**src/rtl/keypad_pkg.sv**
```systemverilog
// keypad_pkg: shared constants, enums and key map
// for the keypad entry front end.
package keypad_pkg;

  localparam logic [3:0] KEY_CLEAR = 4'd9;
  localparam logic [3:0] KEY_ZERO  = 4'd10;
  localparam logic [3:0] KEY_BSP   = 4'd11;

  localparam logic [3:0] BLANK      = 4'hF;
  localparam logic [3:0] CODE_CLEAR = 4'hA;
  localparam logic [3:0] CODE_BSP   = 4'hB;

  typedef enum logic [1:0] {
    S_IDLE,
    S_CAND,
    S_HELD,
    S_REL
  } deb_state_t;

  typedef enum logic [1:0] {
    F_NONE,
    F_SINGLE,
    F_MULTI
  } frame_kind_t;

  // Key index to code; unmapped indices give BLANK.
  function automatic logic [3:0] key_map(
    input logic [3:0] idx
  );
    logic [3:0] code;
    code = BLANK;
    if (idx <= 4'd8)
      code = idx + 4'd1;
    else if (idx == KEY_CLEAR)
      code = CODE_CLEAR;
    else if (idx == KEY_ZERO)
      code = 4'd0;
    else if (idx == KEY_BSP)
      code = CODE_BSP;
    return code;
  endfunction

endpackage

```
**src/rtl/keypad_entry_ctrl_scan.sv**
```systemverilog
// keypad_frame_scan: row stepping and column sampling,
// folding one full row pass into a frame result.
module keypad_frame_scan
  import keypad_pkg::*;
#(
  parameter int N_ROWS = 4,
  parameter int N_COLS = 3,
  localparam int RW = $clog2(N_ROWS)
) (
  input  logic              clk,
  input  logic              rst,
  input  logic              tick,
  input  logic [N_COLS-1:0] col_n,
  output logic [RW-1:0]     row_sel,
  output logic              frame_done,
  output frame_kind_t       frame_kind,
  output logic [3:0]        frame_idx
);

  logic [1:0] acc_n;
  logic [3:0] acc_idx;
  logic [1:0] row_n;
  logic [3:0] row_idx;
  logic [1:0] tot_n;
  logic [2:0] sum_n;
  logic       last_row;

  // Merge this row's closures into the running frame tally.
  always_comb begin
    row_n   = '0;
    row_idx = '0;
    for (int c = 0; c < N_COLS; c++) begin
      if (!col_n[c]) begin
        if (row_n == 2'd0)
          row_idx = 4'(int'(row_sel) * N_COLS + c);
        if (row_n != 2'd2)
          row_n = row_n + 2'd1;
      end
    end
    sum_n = {1'b0, acc_n} + {1'b0, row_n};
    tot_n = (sum_n >= 3'd2) ? 2'd2 : sum_n[1:0];
    last_row = (row_sel == RW'(N_ROWS - 1));
    frame_done = tick && last_row;
    frame_idx = (acc_n != 2'd0) ? acc_idx : row_idx;
    case (tot_n)
      2'd0:    frame_kind = F_NONE;
      2'd1:    frame_kind = F_SINGLE;
      default: frame_kind = F_MULTI;
    endcase
  end

  // Row counter and per-frame accumulator.
  always_ff @(posedge clk or posedge rst) begin
    if (rst) begin
      row_sel <= '0;
      acc_n   <= '0;
      acc_idx <= '0;
    end else if (tick) begin
      if (last_row) begin
        row_sel <= '0;
        acc_n   <= '0;
        acc_idx <= '0;
      end else begin
        row_sel <= row_sel + RW'(1);
        acc_n   <= tot_n;
        acc_idx <= frame_idx;
      end
    end
  end

endmodule

```
**src/rtl/keypad_entry_ctrl.sv**
```systemverilog
// keypad_entry_ctrl: frame debounce, digit entry
// buffer and display slot multiplexing.
module keypad_entry_ctrl
  import keypad_pkg::*;
#(
  parameter int N_DIGITS   = 6,
  parameter int N_ROWS     = 4,
  parameter int N_COLS     = 3,
  parameter int DEB_FRAMES = 3,
  parameter int OVF_MODE   = 0,
  localparam int RW = $clog2(N_ROWS),
  localparam int DW = $clog2(N_DIGITS),
  localparam int CW = $clog2(N_DIGITS + 1)
) (
  input  logic              clk,
  input  logic              rst,
  input  logic              tick,
  input  logic [N_COLS-1:0] col_n,
  output logic [RW-1:0]     row_sel,
  output logic [DW-1:0]     dig_sel,
  output logic [3:0]        seg_code,
  output logic              key_valid,
  output logic [3:0]        key_code,
  output logic [CW-1:0]     digit_count,
  output logic              full
);

  localparam logic [3:0] DEB = 4'(DEB_FRAMES);

  logic        frame_done;
  frame_kind_t frame_kind;
  logic [3:0]  frame_idx;

  deb_state_t state, state_n;
  logic [3:0] cnt, cnt_n;
  logic [3:0] cand, cand_n;
  logic       accept;
  logic [3:0] new_code;
  logic       fire;
  logic [3:0] slots [N_DIGITS];

  keypad_frame_scan #(
    .N_ROWS(N_ROWS),
    .N_COLS(N_COLS)
  ) u_scan (
    .clk       (clk),
    .rst       (rst),
    .tick      (tick),
    .col_n     (col_n),
    .row_sel   (row_sel),
    .frame_done(frame_done),
    .frame_kind(frame_kind),
    .frame_idx (frame_idx)
  );

  assign full = (digit_count == CW'(N_DIGITS));

  // Debounce next state, evaluated once per frame.
  always_comb begin
    state_n = state;
    cnt_n   = cnt;
    cand_n  = cand;
    accept  = 1'b0;
    if (frame_done) begin
      unique case (state)
        S_IDLE: begin
          if (frame_kind == F_SINGLE) begin
            cand_n = frame_idx;
            cnt_n  = 4'd1;
            if (DEB == 4'd1) begin
              state_n = S_HELD;
              accept  = 1'b1;
            end else begin
              state_n = S_CAND;
            end
          end
        end
        S_CAND: begin
          if (frame_kind == F_SINGLE &&
              frame_idx == cand) begin
            cnt_n = cnt + 4'd1;
            if (cnt + 4'd1 == DEB) begin
              state_n = S_HELD;
              accept  = 1'b1;
            end
          end else begin
            state_n = S_IDLE;
          end
        end
        S_HELD: begin
          if (frame_kind == F_NONE) begin
            cnt_n   = 4'd1;
            state_n = (DEB == 4'd1) ? S_IDLE : S_REL;
          end
        end
        S_REL: begin
          if (frame_kind == F_NONE) begin
            cnt_n = cnt + 4'd1;
            if (cnt + 4'd1 == DEB)
              state_n = S_IDLE;
          end else begin
            state_n = S_HELD;
          end
        end
        default: state_n = S_IDLE;
      endcase
    end
    new_code = key_map(cand_n);
    fire     = accept && (new_code != BLANK);
  end

  // Debounce state register.
  always_ff @(posedge clk or posedge rst) begin
    if (rst) begin
      state <= S_IDLE;
      cnt   <= '0;
      cand  <= '0;
    end else begin
      state <= state_n;
      cnt   <= cnt_n;
      cand  <= cand_n;
    end
  end

  // Key event pulse and held key code.
  always_ff @(posedge clk or posedge rst) begin
    if (rst) begin
      key_valid <= 1'b0;
      key_code  <= BLANK;
    end else begin
      key_valid <= fire;
      if (fire)
        key_code <= new_code;
    end
  end

  // Right-entry digit buffer; slot 0 is leftmost.
  always_ff @(posedge clk or posedge rst) begin
    if (rst) begin
      for (int i = 0; i < N_DIGITS; i++)
        slots[i] <= BLANK;
      digit_count <= '0;
    end else if (fire) begin
      unique case (1'b1)
        (new_code <= 4'd9): begin
          if (!full || OVF_MODE == 0) begin
            for (int i = 0; i < N_DIGITS - 1; i++)
              slots[i] <= slots[i+1];
            slots[N_DIGITS-1] <= new_code;
          end
          if (!full)
            digit_count <= digit_count + CW'(1);
        end
        (new_code == CODE_CLEAR): begin
          for (int i = 0; i < N_DIGITS; i++)
            slots[i] <= BLANK;
          digit_count <= '0;
        end
        (new_code == CODE_BSP): begin
          if (digit_count != '0) begin
            slots[0] <= BLANK;
            for (int i = 1; i < N_DIGITS; i++)
              slots[i] <= slots[i-1];
            digit_count <= digit_count - CW'(1);
          end
        end
        default: ;
      endcase
    end
  end

  // Display slot stepping and registered BCD out.
  always_ff @(posedge clk or posedge rst) begin
    if (rst) begin
      dig_sel  <= '0;
      seg_code <= BLANK;
    end else begin
      seg_code <= slots[dig_sel];
      if (tick) begin
        if (dig_sel == DW'(N_DIGITS - 1))
          dig_sel <= '0;
        else
          dig_sel <= dig_sel + DW'(1);
      end
    end
  end

endmodule

```
**config.mk**
```make
export PLATFORM = sky130hd
export DESIGN_NAME = keypad_entry_ctrl
export DESIGN_NICKNAME = d
export VERILOG_FILES = /design/src/rtl/keypad_pkg.sv /design/src/rtl/keypad_entry_ctrl_scan.sv /design/src/rtl/keypad_entry_ctrl.sv
export SDC_FILE = /design/constraint.sdc
export NUM_CORES = 1
export LEC_CHECK = 0
export BUFFER_PORTS_ARGS = -buffer_cell sky130_fd_sc_hd__buf_4
export CAP_MARGIN = 15
export CORE_MARGIN = 1.5
export CORE_UTILIZATION = 45
export CTS_BUF_LIST = sky130_fd_sc_hd__clkbuf_2
export CTS_CLUSTER_SIZE = 24
export DETAILED_ROUTE_END_ITERATION = 12
export SLEW_MARGIN = 5
export SYNTH_ARGS = -nofsm -noshare
export SYNTH_HDL_FRONTEND = slang
export SYNTH_SLANG_ARGS = --single-unit
export TNS_END_PERCENT = 30
```
**constraint.sdc**
```tcl
create_clock -name clk -period 11.8 [get_ports clk]
set_input_delay 1.18 -clock clk [delete_from_list [all_inputs] [get_ports clk]]
set_output_delay 1.18 -clock clk [all_outputs]
set_load 0.1 [all_outputs]
```
# Word-level counts from Yosys, hierarchy flattened
# Index checks and enable logic that the tools add are counted.
# Widths: inputs -> output; s select.
# totals
wordCells	123
inputBits	6
register_bits	57
output_inout_bits	18
# op_classes
bitwise_logic	1
muxes	48
magnitude_cmp	4
n_eq_ne	26
addsub	11
mul	1
n_reduce_logical	15
# op_table
operator	count
$mux 4	19
$pmux 24 s3	1
$mux 2	13
$mux 24	1
$eq 4x4->1 const B	5
$pmux 4 s4	1
$bmux 4 s3	1
$mux 3	4
$ne 2x2->1 const B	6
$logic_not 2->1	5
$reduce_and 5->1	2
$pmux 3 s3	1
$add 4x1->4 const B	2
$le 4x4->1 const B	2
$pmux 2 s4	1
$add 3x1->3 const B	2
$eq 2x1->1 const B	3
$eq 2x2->1 const B	3
$eq 3x3->1 const B	2
$ne 3x3->1 const B	2
$reduce_bool 3->1	2
$mux 1	5
$add 2x1->2 const B	2
$add 4x2->4 const B	1
18 further kinds	20

# Logic depth before layout (Yosys ltp)
# logic_depth
ltp_word	24
depth_mapped	25
mapped_depth_nobuf	22

# By module
# Synthesis repeated with hierarchy kept, for this count alone.
# hier_totals
hier_cells	363
area_unflattened_um2	3507.1
# modules_own_cells
module	cells_each	n_inst	seq_area_each_um2	area_per_inst_um2
keypad_entry_ctrl	291	1	1266.2	2832.7
keypad_frame_scan	72	1	200.2	674.4

# Worst setup path after synthesis
# Ideal clock, no wire load.
# synth_path
kind	input-to-reg
startpoint	input port col_n[0]
endpoint	register digit_count[2]
path_slack_ps	6301
arrival_time_ps	5423
required_ps	11724
path_stages	23
path_cell_list	inv_1 -> ha_1 -> mux2_2 -> ha_1 -> inv_1 -> fa_1 -> and4_1 -> buf_2 -> and2_4 -> a21oi_2 -> inv_1 -> ha_1 -> o21ba_2 -> o211a_1 -> nand4_1 -> buf_4 -> buf_4 -> xnor2_1 -> ha_1 -> nor2_1 -> mux2_2 -> a2bb2oi_1 -> o21ai_1
# synth_via
elab_chain_len	24
elab_cells_between_ends	51
classes_between	4 x add/sub; 3 x order compare; 13 x eq/ne; 24 x mux; 7 x reduce/logical
# synth_rtl
element	line	text
start, declared	keypad_entry_ctrl.sv:18	input logic [N_COLS-1:0] col_n,
$mux 1	keypad_entry_ctrl_scan.sv:33	if (!col_n[c]) begin
$add 1x1->2 / $ne 1x2->1 (equally long branches)	keypad_entry_ctrl_scan.sv:37, keypad_entry_ctrl_scan.sv:36	
$mux 2	keypad_entry_ctrl_scan.sv:36	if (row_n != 2'd2)
$mux 2	keypad_entry_ctrl_scan.sv:33	
$add 2x1->2 / $ne 2x2->1 (equally long branches)	keypad_entry_ctrl_scan.sv:37, keypad_entry_ctrl_scan.sv:36	
$mux 2	keypad_entry_ctrl_scan.sv:36	
$mux 2	keypad_entry_ctrl_scan.sv:33	
$add 2x2->3	keypad_entry_ctrl_scan.sv:40	sum_n = {1'b0, acc_n} + {1'b0, row_n};
(+8 left out)	-	
via cand_n[0]	keypad_entry_ctrl.sv:36	logic [3:0] cand, cand_n;
$eq 4x4->1	keypad_pkg.sv:38	else if (idx == KEY_BSP)
$mux 3	keypad_pkg.sv:38	
$mux 4	keypad_pkg.sv:36	else if (idx == KEY_ZERO)
$mux 4	keypad_pkg.sv:34	else if (idx == KEY_CLEAR)
$mux 4 *	keypad_pkg.sv:32	if (idx <= 4'd8)
$le 4x4->1, or another cell as far along	keypad_entry_ctrl.sv:145	(new_code <= 4'd9): begin
$ne 2x2->1 (no source line), or another cell as far along	-	
$reduce_and 4->1 (no source line)	-	
end signal, assigned	keypad_entry_ctrl.sv:152	digit_count <= digit_count + CW'(1);
end signal, assigned	keypad_entry_ctrl.sv:164	digit_count <= digit_count - CW'(1);
end, declared	keypad_entry_ctrl.sv:24	output logic [CW-1:0] digit_count,
# Mark *: on every way through the listed nets, which the timed path passes. The rest lies on a longest branch.
# A chain may end at the register's enable or synchronous reset.

# Final worst setup path
# Same ends and word-level chain as after synthesis.

==> summary.txt <==
CP required: 12.25 ns
# rows: 31
total of max-cap violations: 0
RR Startpoint: u_scan.acc_n[0]
Max Slew Vio Count: 0
CP top delay family: adder cells
WL/cell: 14.6 um
initial core utilization: 47.1%
gr busiest metal: met1
global-route usage over all layers: 18.1%
clk_skew: 0.0202 ns
final antenna-violating net count: 0
Worst Hold Class: reg2reg
layout cells sized above 1: 28.8%
VDD IR max: 0.0750 mV
Post-Syn Instances: 350
Final period util: 50.2%
met1 Track Usage GR: 26.3%
hold_sp: slots[20]
crit end category: flop
Layout area overhead: 10.5%
Finish-stage setup viols: 0
# IOs: 24
Via density: 5.51
final wirelength: 6950 um
R2R setup slack: 6.68 ns
minimum hold slack: 0.487 ns
fmax: 169 MHz
met2 GRT Util: 26.2%
Async S/R FF share, synth: 100%
# port buffers: 23
number of DRC markers in iteration 0: 168
Num CTS Buffers: 9
routed via count: 2626
mapped cell area: 3470 um^2
grt ovf: 0
CTS sink cnt: 57
first-pass GRT wire length: 12000 um
DP HPWL: 4860 um
RSZ-0062 raised after global routing: false
cts hold-fix bufs: 0
flops & latches, synth: 57
Antenna diodes: 0
startpoint class of the critical path: input port
crit-path cells: buf_4 -> inv_1 -> ha_1 -> mux2_2 -> ha_1 -> inv_1 -> fa_1 -> and4_1 -> and2_4 -> a21oi_2 -> inv_1 -> ha_1 -> o21ba_2 -> o211a_1 -> nand4_1 -> xnor2_1 -> ha_1 -> nor2_1 -> mux2_2 -> a2bb2oi_1 -> o21ai_1
Main synth FF type: dfstp_2
Worst-Margin Slew: 1.09 ns
min cycle time layout: 5.92 ns
Setup Total Neg Slack: 0 ns
Hold Path End: slots[20]
Worst Path Arrival: 6.37 ns
TritonCTS clock tree: built
Max Root-Sink Buffers: 2
Resized Gates After CTS: 0
Die H: 90.8 um
CP dominant cell by count: ha_1
relative slew slack: 27.1%
initial antenna violation count: 0
worst-path fanout max: 20
leakage power: 0.00155 uW
met3 Usage GRT: 2.86%
Slowest-stage cell, CP: nand4_1
worst reg2reg path depth: 18
first-pass iteration count of the detailed router: 4
synth warn: 0
vias in the first global route: 2477
Post-CTS Setup Bufs: 0
die area: 8250 um^2
Syn Area/Cell: 9.92 um^2
Seq/Total Area, Yosys: 42.2%
core area: 7370 um^2
FILL cells: 696
dpl cells: 461
outcome: finished, final reports clean
Bufs and invs on worst path: 4
Cell Pwr Density: 211 nW/um^2
H-tree level count: 3
Cell Count, Final, Fillers Out: 477
clock latency at the later pin of the worst-skew pair: 0.51 ns
GP Congestion: 0.835
fin nets: 397
clk slew on worst S/H paths: 0.18 ns
largest net degree at the start of global routing: 58
Reg area: 1470 um^2
final hold vios: 0
Die Wd: 90.8 um
DRC viols: 0
Crit Path Category: in2reg
Critical R2R Capture: digit_count[2]
CP peak stage delay: 0.69 ns
post-synthesis net count: 374
worst hold stages: 2
area occupied by multi-input gates: 1840 um^2
Root Buffer: clkbuf_2
EDFF count, synth: 0
Distinct cells, synth: 71
==> final cells by class <==
class | count | area share (%)
multi-input combinational | 254 | 48.1
tap | 99 | 3.23
sequential | 57 | 38.2
timing repair buffer | 25 | 4.89
clock buffer | 9 | 1.17
inverter | 26 | 2.54
clock inverter | 7 | 1.86
==> worst register-to-register path: stages (launching register included) <==
cell,delay (ns)
dfrtp_1,0.47
ha_1,0.17
inv_1,0.04
fa_1,0.51
and4_1,0.35
and2_4,0.22
nor2_1,0.05
a21oi_2,0.33
inv_1,0.14
ha_1,0.30
o21ba_2,0.34
o211a_1,0.22
nand4_1,0.69
xnor2_1,0.46
ha_1,0.22
nor2_1,0.04
mux2_2,0.27
a2bb2oi_1,0.15
o21ai_1,0.08
==> state kept, by name, summed over array words and instances (netlist names) <==
signal,flops
cnt,4
seg_code,4
key_valid,1
dig_sel,3
u_scan.acc_n,2
cand,4
digit_count,3
u_scan.row_sel,2
key_code,4
slots,24
state,2
u_scan.acc_idx,4
==> synthesized netlist by cell type, types with 2 or more instances <==
cell	n	area share [%]
o311ai_2	2	0.94
a21o_1	2	0.43
o21a_1	5	1.1
xor2_1	4	1.0
nand3_1	6	0.86
nor2_2	2	0.36
nor3b_1	2	0.43
mux2i_1	6	1.7
o211ai_1	2	0.43
o31ai_2	2	0.72
nor2_1	12	1.3
nand2_1	42	4.5
mux2_2	4	1.3
mux4_2	4	2.6
buf_4	2	0.43
o21ai_1	26	3.7
o22ai_1	28	5.0
a21oi_1	10	1.4
o31ai_1	2	0.43
dfrtp_1	25	18
o21ai_0	10	1.4
o2111ai_1	2	0.50
nand2b_1	8	1.4
nand2_2	2	0.36
xnor2_1	2	0.50
clkbuf_1	2	0.22
a21boi_1	2	0.43
inv_2	3	0.32
and4_1	3	0.76
buf_2	7	1.0
nor2b_1	5	0.90
inv_1	23	2.5
nand3b_1	2	0.43
ha_1	17	6.1
dfstp_2	32	24
and2_1	3	0.54
nor3_1	5	0.72
==> power breakdown <==
group          switching, uW  internal, uW
clock                   80.9          48.3
sequential              40.7           223
combinational            269           148
total                    391           419
==> placed cells by master (no fill, tap or decap), drive strengths merged, types with 3 or more instances in the layout <==
cell    instances
mux2            4
xor2            4
dfstp          32
ha             17
and4            3
and2            4
clkinv          4
nand3b          3
o22ai          28
dfrtp          25
nor3b           3
buf            25
nand2          44
o211ai          3
nor3            6
clkbuf          9
o21ai          37
o311ai          3
o31ai           4
nand2b          8
mux4            4
nor2b           6
nor2           15
a21oi          11
inv            26
mux2i           6
nand3           6
o21a            5
==> cells by family after synthesis <==
family,count (synthesis),synth area share [%]
AO/OA/AOI/OAI,110,22.1
XOR/XNOR,6,1.51
adder cells (fa/ha/maj),18,6.70
buffers and inverters,39,4.90
flip-flops,57,42.2
multiplexers,14,5.62
AND/OR/NAND/NOR,106,17.0
==> routing by layer <==
| metal | up-vias | wire (um) |
|---|---|---|
| li1 | 1312 | - |
| met1 | 1244 | 3590 |
| met2 | 59 | 2920 |
| met3 | 11 | 301 |
| met4 | 0 | 146 |
| met5 | - | 0 |
==> worst max-delay path by stage <==
stage / startpoint / endpoint / depth (start not counted)
after floorplan: col_n[0] / digit_count[2] / 23
after global placement: col_n[0] / digit_count[2] / 21
after detailed placement: col_n[0] / digit_count[2] / 21
after CTS: col_n[0] / digit_count[2] / 21
after global routing: col_n[0] / digit_count[2] / 22
final: col_n[0] / digit_count[2] / 21
==> through the flow <==
| step | setup slack [ns] | total power (uW) | instance area, um^2 | utilization [%] |
|---|---|---|---|---|
| floorplan | 6.30 | 600 | 3470 | - |
| global placement | 5.53 | 678 | 3720 | 50.5 |
| detailed placement | 5.36 | 681 | 3720 | 50.5 |
| CTS | 5.88 | 812 | 3830 | 52.0 |
| global route | 5.44 | 866 | 3830 | 52.0 |
| finish | 5.88 | 810 | 3830 | 52.0 |
No activity file was read; power rests on OpenSTA's default activity.
